--- config.mk ---
export PLATFORM = sky130hd
export DESIGN_NAME = gate_sweep_ctrl
export DESIGN_NICKNAME = d
export VERILOG_FILES = /design/src/rtl/gate_sweep_ctrl_pkg.sv /design/src/rtl/gate_sweep_ctrl_sat_counter.sv /design/src/rtl/gate_sweep_ctrl.sv
export SDC_FILE = /design/constraint.sdc
export NUM_CORES = 1
export LEC_CHECK = 0
export ABC_AREA = 0
export CORE_MARGIN = 2
export CORE_UTILIZATION = 50
export CTS_CLUSTER_SIZE = 30
export DETAILED_ROUTE_END_ITERATION = 10
export PLACE_DENSITY_LB_ADDON = 0.05
export SETUP_SLACK_MARGIN = 0.4
export SYNTH_ARGS = -nofsm -noshare
export SYNTH_HDL_FRONTEND = slang
export SYNTH_SLANG_ARGS = --single-unit
--- constraint.sdc ---
create_clock -name clk -period 2.6 [get_ports clk]
set_input_delay 0.26 -clock clk [delete_from_list [all_inputs] [get_ports clk]]
set_output_delay 0.26 -clock clk [all_outputs]
set_load 0.005 [all_outputs]
--- src/rtl/gate_sweep_ctrl_pkg.sv ---
// ---------------------------------------------------------------------------
// gate_sweep_ctrl_pkg : state encodings and gate truth tables
// Revision: 1.0
// ---------------------------------------------------------------------------
`default_nettype none

package gate_sweep_ctrl_pkg;

  typedef enum logic [1:0] {
    ST_IDLE  = 2'd0,
    ST_DRIVE = 2'd1,
    ST_DONE  = 2'd2
  } state_e;

  // Bit i of each table is the gate result for input vector i.
  localparam logic [3:0] TT_AND2 = 4'b1000;
  localparam logic [3:0] TT_OR2  = 4'b1110;
  localparam logic [3:0] TT_XOR2 = 4'b0110;
  localparam logic [1:0] TT_NOT1 = 2'b01;

endpackage

`default_nettype wire

--- src/rtl/gate_sweep_ctrl_sat_counter.sv ---
// ---------------------------------------------------------------------------
// sat_counter : clearable up-counter that sticks at all-ones
// Revision: 1.0
// ---------------------------------------------------------------------------
`default_nettype none

module sat_counter #(
  parameter int WIDTH = 8
) (
  input  logic             clk,
  input  logic             rst,
  input  logic             clr,
  input  logic             inc,
  output logic [WIDTH-1:0] q
);

  logic [WIDTH-1:0] q_q;
  logic [WIDTH-1:0] q_d;

  always_comb begin
    q_d = q_q;
    if (clr) begin
      q_d = '0;
    end else if (inc && (q_q != {WIDTH{1'b1}})) begin
      q_d = q_q + WIDTH'(1);
    end
  end

  always_ff @(posedge clk) begin
    if (rst) begin
      q_q <= '0;
    end else begin
      q_q <= q_d;
    end
  end

  assign q = q_q;

endmodule

`default_nettype wire

--- src/rtl/gate_sweep_ctrl.sv ---
// ---------------------------------------------------------------------------
// gate_sweep_ctrl : sweeps all input vectors of a small gate and checks its output
// Revision: 1.0
// ---------------------------------------------------------------------------
`default_nettype none

module gate_sweep_ctrl
  import gate_sweep_ctrl_pkg::*;
#(
  parameter int                 N_IN   = 2,
  parameter int                 HOLD   = 2,
  parameter logic [2**N_IN-1:0] EXPECT = TT_AND2,
  parameter int                 ERR_W  = 8
) (
  input  logic             clk,
  input  logic             rst,
  input  logic             start,
  input  logic             abort,
  output logic [N_IN-1:0]  gate_in,
  input  logic             gate_out,
  output logic             busy,
  output logic             done,
  output logic             pass,
  output logic [ERR_W-1:0] err_cnt,
  output logic [N_IN-1:0]  first_fail,
  output logic             fail_seen
);

  localparam logic [7:0]      HOLD_LAST = 8'(HOLD - 1);
  localparam logic [N_IN-1:0] VEC_LAST  = {N_IN{1'b1}};

  state_e          state_q,      state_d;
  logic [N_IN-1:0] vec_q,        vec_d;
  logic [7:0]      hold_cnt_q,   hold_cnt_d;
  logic [N_IN-1:0] gate_in_q,    gate_in_d;
  logic            busy_q,       busy_d;
  logic            done_q,       done_d;
  logic            pass_q,       pass_d;
  logic [N_IN-1:0] first_fail_q, first_fail_d;
  logic            fail_seen_q,  fail_seen_d;
  logic            cnt_clr;
  logic            cnt_inc;
  logic            compare_cycle;
  logic            mismatch;

  assign compare_cycle = (hold_cnt_q == HOLD_LAST);
  assign mismatch      = (gate_out != EXPECT[vec_q]);

  always_comb begin
    state_d      = state_q;
    vec_d        = vec_q;
    hold_cnt_d   = hold_cnt_q;
    gate_in_d    = gate_in_q;
    busy_d       = busy_q;
    done_d       = 1'b0;
    pass_d       = pass_q;
    first_fail_d = first_fail_q;
    fail_seen_d  = fail_seen_q;
    cnt_clr      = 1'b0;
    cnt_inc      = 1'b0;

    case (state_q)
      ST_IDLE: begin
        gate_in_d = '0;
        busy_d    = 1'b0;
        if (start) begin
          state_d      = ST_DRIVE;
          busy_d       = 1'b1;
          vec_d        = '0;
          hold_cnt_d   = '0;
          pass_d       = 1'b0;
          first_fail_d = '0;
          fail_seen_d  = 1'b0;
          cnt_clr      = 1'b1;
        end
      end

      ST_DRIVE: begin
        if (abort) begin
          // Any compare in this cycle is dropped; partial results stay visible.
          state_d   = ST_IDLE;
          busy_d    = 1'b0;
          gate_in_d = '0;
        end else if (compare_cycle) begin
          if (mismatch) begin
            cnt_inc = 1'b1;
            if (!fail_seen_q) begin
              first_fail_d = vec_q;
              fail_seen_d  = 1'b1;
            end
          end
          if (vec_q == VEC_LAST) begin
            state_d   = ST_DONE;
            done_d    = 1'b1;
            pass_d    = ~(fail_seen_q | mismatch);
            busy_d    = 1'b0;
            gate_in_d = '0;
          end else begin
            vec_d      = vec_q + N_IN'(1);
            hold_cnt_d = '0;
            gate_in_d  = vec_q + N_IN'(1);
          end
        end else begin
          hold_cnt_d = hold_cnt_q + 8'd1;
        end
      end

      ST_DONE: begin
        state_d   = ST_IDLE;
        busy_d    = 1'b0;
        gate_in_d = '0;
      end

      default: begin
        state_d   = ST_IDLE;
        busy_d    = 1'b0;
        gate_in_d = '0;
      end
    endcase
  end

  always_ff @(posedge clk) begin
    if (rst) begin
      state_q      <= ST_IDLE;
      vec_q        <= '0;
      hold_cnt_q   <= '0;
      gate_in_q    <= '0;
      busy_q       <= 1'b0;
      done_q       <= 1'b0;
      pass_q       <= 1'b0;
      first_fail_q <= '0;
      fail_seen_q  <= 1'b0;
    end else begin
      state_q      <= state_d;
      vec_q        <= vec_d;
      hold_cnt_q   <= hold_cnt_d;
      gate_in_q    <= gate_in_d;
      busy_q       <= busy_d;
      done_q       <= done_d;
      pass_q       <= pass_d;
      first_fail_q <= first_fail_d;
      fail_seen_q  <= fail_seen_d;
    end
  end

  sat_counter #(
    .WIDTH (ERR_W)
  ) u_err_cnt (
    .clk (clk),
    .rst (rst),
    .clr (cnt_clr),
    .inc (cnt_inc),
    .q   (err_cnt)
  );

  assign gate_in    = gate_in_q;
  assign busy       = busy_q;
  assign done       = done_q;
  assign pass       = pass_q;
  assign first_fail = first_fail_q;
  assign fail_seen  = fail_seen_q;

endmodule

`default_nettype wire

# Word level (Yosys, flattened, before mapping)
# Index checks and enable logic that the tools add are counted.
# Widths: inputs -> output; s select.
# totals
out_inout_bits	16
register_bits	28
# op_classes
n_reduce_logical	13
add_sub_neg	3
n_eq_ne	15
magnitude_cmp	1
bitwise	4
mux	43
# ops
operator	n
$mux 8	4
$mux 2	13
$mux 1	18
$add 8x1->8 const B	2
$pmux 8 s2	1
$reduce_and 5->1	3
$ne 2x2->1 const B	7
$pmux 2 s2	3
$ne 3x3->1 const B	3
$eq 8x1->1 const B	1
$ne 8x8->1 const B	1
$pmux 1 s2	3
$reduce_and 6->1	1
$reduce_and 4->1	1
$reduce_or 4->1	1
$lt 2x3->1 const B	1
$not 1->1	3
$reduce_and 3->1	1
$reduce_or 3->1	1
$add 2x1->2 const B	1
$bmux 1 s2	1
$eq 2x1->1 const B	1
$eq 2x2->1 const B	1
$logic_not 2->1	1
6 further kinds	6

# Longest topological paths before layout
# Gate-level depths: netlist (run 1).
# depth
ltp_word	9
depth_mapped	8
ltp_nobuf	6

# By module
# From an unflattened synthesis (run 1), not the netlist that was laid out.
# hier_totals
cells_unflattened	172
area_unflattened_um2	1477.7
# modules_own_cells
module	area_each_um2	n_inst	cells_per_inst
gate_sweep_ctrl	1042.2	1	125
sat_counter	435.4	1	47

# Least setup slack after synthesis (run 1)
# No wires, ideal clock.
# synth_timing
kind	register to register
start	register hold_cnt_q[0]
end	register u_err_cnt.q_q[3] (netlist: u_err_cnt.q[3])
setup_ns	0.073
synth_period_minus_slack_ns	2.319
slack_ns	0.281
required_time_ns	2.527
stages_incl_launch_ff	7
arrival_time_ns	2.246
path_cell_list	dfxtp_1 > ha_1 > or4b_1 > buf_2 > or4_4 > or4_1 > a21oi_1
# synth_via
elab_chain_cells	5
# synth_lines
element	line_no	text
start: declaration	gate_sweep_ctrl.sv:34	logic [7:0] hold_cnt_q, hold_cnt_d;
start signal: assignment	gate_sweep_ctrl.sv:136	hold_cnt_q <= hold_cnt_d;
$eq 8x1->1	gate_sweep_ctrl.sv:46	assign compare_cycle = (hold_cnt_q == HOLD_LAST);
$mux 1	gate_sweep_ctrl.sv:84	end else if (compare_cycle) begin
$mux 1	gate_sweep_ctrl.sv:79	if (abort) begin
$mux 1	gate_sweep_ctrl.sv:62	case (state_q)
$logic_and 1x1->1	gate_sweep_ctrl_sat_counter.sv:24	end else if (inc && (q_q != {WIDTH{1'b1}})) begin
end signal: assignment	gate_sweep_ctrl_sat_counter.sv:33	q_q <= q_d;
end: declaration	gate_sweep_ctrl_sat_counter.sv:17	logic [WIDTH-1:0] q_q;
# Every way passes these cells.
# A chain may end at the register's enable or synchronous reset.

# Worst setup path in the final report (run 1)
# layout_timing
start	register state_q[0]
end	register u_err_cnt.q_q[2] (netlist: u_err_cnt.q[2])
# layout_via
elab_chain_cells	3
word_cells_on_any_way	6
cone_classes	eq/ne (1); mux (2); reduce/logical (3)
# layout_lines
element	line_no	text
start: declaration	gate_sweep_ctrl.sv:32	state_e state_q, state_d;
start signal: assignment	gate_sweep_ctrl.sv:134	state_q <= state_d;
$eq 2x1->1 or $logic_not 2->1 (tied branches)	gate_sweep_ctrl.sv:62	
$mux 1	gate_sweep_ctrl.sv:62	
$logic_and 1x1->1 or $reduce_or 2->1 (tied branches)	--	
# Several ways; a longest one is shown, not always the timed one.

==> summary.md, run 1 <==
| Metric | Value |
|---|---|
| Run status | completed |
| I/O pin count | 21 |
| Achievable Freq | 446 MHz |
| YS warnings | 0 |
| Startpoint Class | flip-flop |
| Synth unique cells | 40 |
| RSZ-0062 raised after global routing | true |
| Remaining Overflow, GRT | 0 |
| Slew margin rel. | 52.8% |
| CTS Buf Count | 3 |
| Seq/Total Area, Yosys | between 30% and 40% |
| PortBufs | 20 |
| Post-DR vias/cell | ~6.3 |
| Max Slew Vio Count | 0 |
| Crit end category | flip-flop |
| Setup TNS | 0 ns |
| Die width | ~57 um |
| Largest net degree at the start of global routing | 16 |
| Final Critical Period | 2.24 ns |
| Share of cells above drive strength 1 | between 10% and 20% |
| FILL cells | 231 |
| Cells after Synth | ~170 |
| CTS H-tree lvls | 1 |
| GRT Util Overall | between 20% and 30% |
| 1st-iter DRT viols | 57 |
| Worst skew pair latency | 0.33 ns |
| DPL Wire Length | 2340 um |
| Syn Nets | 177 |
| Comb power frac | 10.6% |
| Register share of total power | 62.7% |
| Final-report hold violation count | 0 |
| Sw Pwr | 177 uW |
| Residual DRC count | 0 |
| CTS tree | yes |
| TritonRoute pass-1 iters | 4 |
| Core area | 0.00273 mm2 |
| Clock power share | 26.6% |
| Routed vias | 1395 |
| Area grow syn2layout | 23.2% |
| LEAKAGE | 0.548 nW |
| Reg clk slew, reported paths | roughly 0.15 ns |
| Internal Power | 529 uW |
| Die Y | 57.4 um |
| Tcrit/Tclk final | 86.2% |
| Critical path arrival | 2.50 ns |
| Detailed Route WL | 3470 um |
| Post-Syn Area | 0.00143 mm2 |
| Post-route clock skew | 0.00889 ns |
| R2R Setup Slk | approximately 0.36 ns |
| Top cell type's share of synthesized area | 39.3% |
| First-pass GRT wire length | 6020 um |
| Drt wl/cell | between 15 and 20 um |
| Seq cells post-synth | 28 |
| Core Rows | 19 |
| Maximum vdd drop | 0.000279 V |
| Clock tree buffer depth | 2 |
| Hold Crit Class | flip-flop to flip-flop |
| Area leader, netlist | dfxtp_1 |
| Cts hold-fix bufs | 0 |
| Sw Ratio | 25.0% |
| Worst Max-Slew Pin Slew | 0.703 ns |
| Critical Path RT | 2.86 ns |
| Initial antenna violation count | 0 |
| Syn avg cell area | 8.50 um2 |
| Worst-path maximum fanout | 12 |
| Design Power | between 700 and 800 uW |
| Initial core utilization | a little over half |
| Die footprint | 0.00330 mm2 |
| Power per cell area | 401 mW/mm2 |
| Post-Route Utilization | between 60 and 70% |
| Vias in the first global route | 1349 |
| Final setup fails | 0 |
| DRT antenna net count | 0 |
| MaxCap Viol Count | 0 |
| Critical path class | flip-flop to flip-flop |
| Clock Root Buffer | clkbuf_4 |
| Post-layout net count | 201 |
| Top area cells in the synthesized netlist | dfxtp_1 (39%), a21oi_1 (7.0%), or4_1 (3.7%) |
| CTS sink count | 28 |
| RePlAce Congestion | 0.854 |
| Antenna Cells | 0 |
==> flip-flops by register name (all words and copies together), names as in the netlist <==
signal / count
busy: 1
fail_seen: 1
first_fail: 2
hold_cnt_q: 8
done: 1
gate_in: 2
state_q: 2
u_err_cnt.q: 8
pass: 1
vec_q: 2
==> cell families (layout without fill, tap and decap cells) <==
family,Yosys count,count (layout),share of synthesized area [%]
simple gates,61,62,26.0
compound gates,54,54,23.7
fa+ha+maj,4,4,3.51
xor+xnor,3,3,1.84
flops,28,28,39.3
buf+inv,16,38,4.29
mux,2,2,1.40
==> final timing paths <==
check | startpoint | end | depth (start not counted)
max reg2reg | state_q[0] | u_err_cnt.q[2] | 4
max | state_q[0] | u_err_cnt.q[2] | 4
min | first_fail[0] | first_fail[0] | 2
min reg2reg | first_fail[0] | first_fail[0] | 2
==> metrics by stage <==
step | instances | instance area, um2 | setup WS [ns] | hold slack [ns]
after global routing | 222 | 1760 | 0.270 | 0.525
after global placement | 211 | 1670 | 0.140 | 0.467
after detailed placement | 211 | 1670 | 0.107 | 0.476
final | 222 | 1760 | 0.358 | 0.496
after CTS | 222 | 1750 | 0.375 | 0.500
after floorplan | 168 | 1460 | 0.379 | 0.332
==> final cells by class <==
| type | count | area (um2) | share of cell area, % |
|---|---|---|---|
| flip-flops and latches | 28 | 568 | 32.3 |
| well taps | 31 | 38.8 | 2.20 |
| repair buffers | 29 | 268 | 15.2 |
| multi-input cells | 125 | 840 | 47.7 |
| inverters | 5 | 18.8 | 1.07 |
| clock buffers | 4 | 26.3 | 1.49 |
==> power groups by stage <==
| stage | logic, mW | clock network, mW | registers, mW |
|---|---|---|---|
| final | 0.0750 | 0.188 | 0.443 |
| after floorplan | 0.0472 | 0 | 0.449 |
| after global routing | 0.0828 | 0.208 | 0.444 |
| after global placement | 0.0688 | 0 | 0.452 |
| after CTS | 0.0748 | 0.189 | 0.443 |
| after detailed placement | 0.0702 | 0 | 0.452 |
==> repair_timing <==
item,CTS,global route
gates resized for setup,3,1
endpoints found under the setup margin,5,10
hold endpoints to repair,0,0
setup buffers,6,0
pin swaps,1,0
gates cloned,1,0
==> cell usage after synthesis <==
master	n
nor4_1	2
buf_2	1
o21ai_0	9
nor2_1	9
buf_1	1
nand4b_1	4
a311oi_1	1
dfxtp_1	28
or4b_1	1
o31ai_1	6
and2_1	1
nand2b_1	5
or3b_2	1
a41oi_1	1
nand3b_1	2
nor3_1	9
nor2b_1	1
nand3_1	3
inv_1	5
a31o_2	1
xnor2_1	3
clkbuf_1	9
or4_1	7
o211ai_1	1
nand4_1	5
ha_1	4
o221ai_1	2
mux2i_1	2
a211oi_1	3
a31oi_1	2
nor4b_1	1
a21boi_0	2
a21oi_1	20
and4_1	2
a21o_1	4
or3_1	2
o31a_1	1
o21bai_1	1
nand2_1	5
or4_4	1
==> layout by cell type, fill, tap and decap left out, drive strengths merged, types with 3 or more instances in the layout <==
master / instances
nor3: 9
inv: 5
a211oi: 3
nand3: 3
nand2b: 5
nand4: 5
a21oi: 20
ha: 4
a21o: 4
o31ai: 6
nand2: 5
clkbuf: 4
dfxtp: 28
buf: 9
clkdlybuf4s50: 20
nor2: 9
o21ai: 9
nand4b: 4
or4: 9
xnor2: 3
==> per-layer routing <==
metal,up-vias,routed length (um),GRT usage (%)
met4,0,17,6.64
met2,23,1720,37.7
met1,684,1650,30.2
met3,2,79,2.95
li1,686,-,-
met5,-,0,0
==> worst max-delay path: stages (launching register included) <==
cell	delay [ns]
dfxtp_2	0.47
or3b_2	0.52
or4_4	0.58
or4_1	0.48
a21oi_1	0.12
(Power assumes the default switching activity.)
==> run 2: changes to the inputs <==
HOLD_SLACK_MARGIN = 0.02   (was unset)
==> results of run 2 <==
Final layout, timing and power as in run 1 (identical DEF).
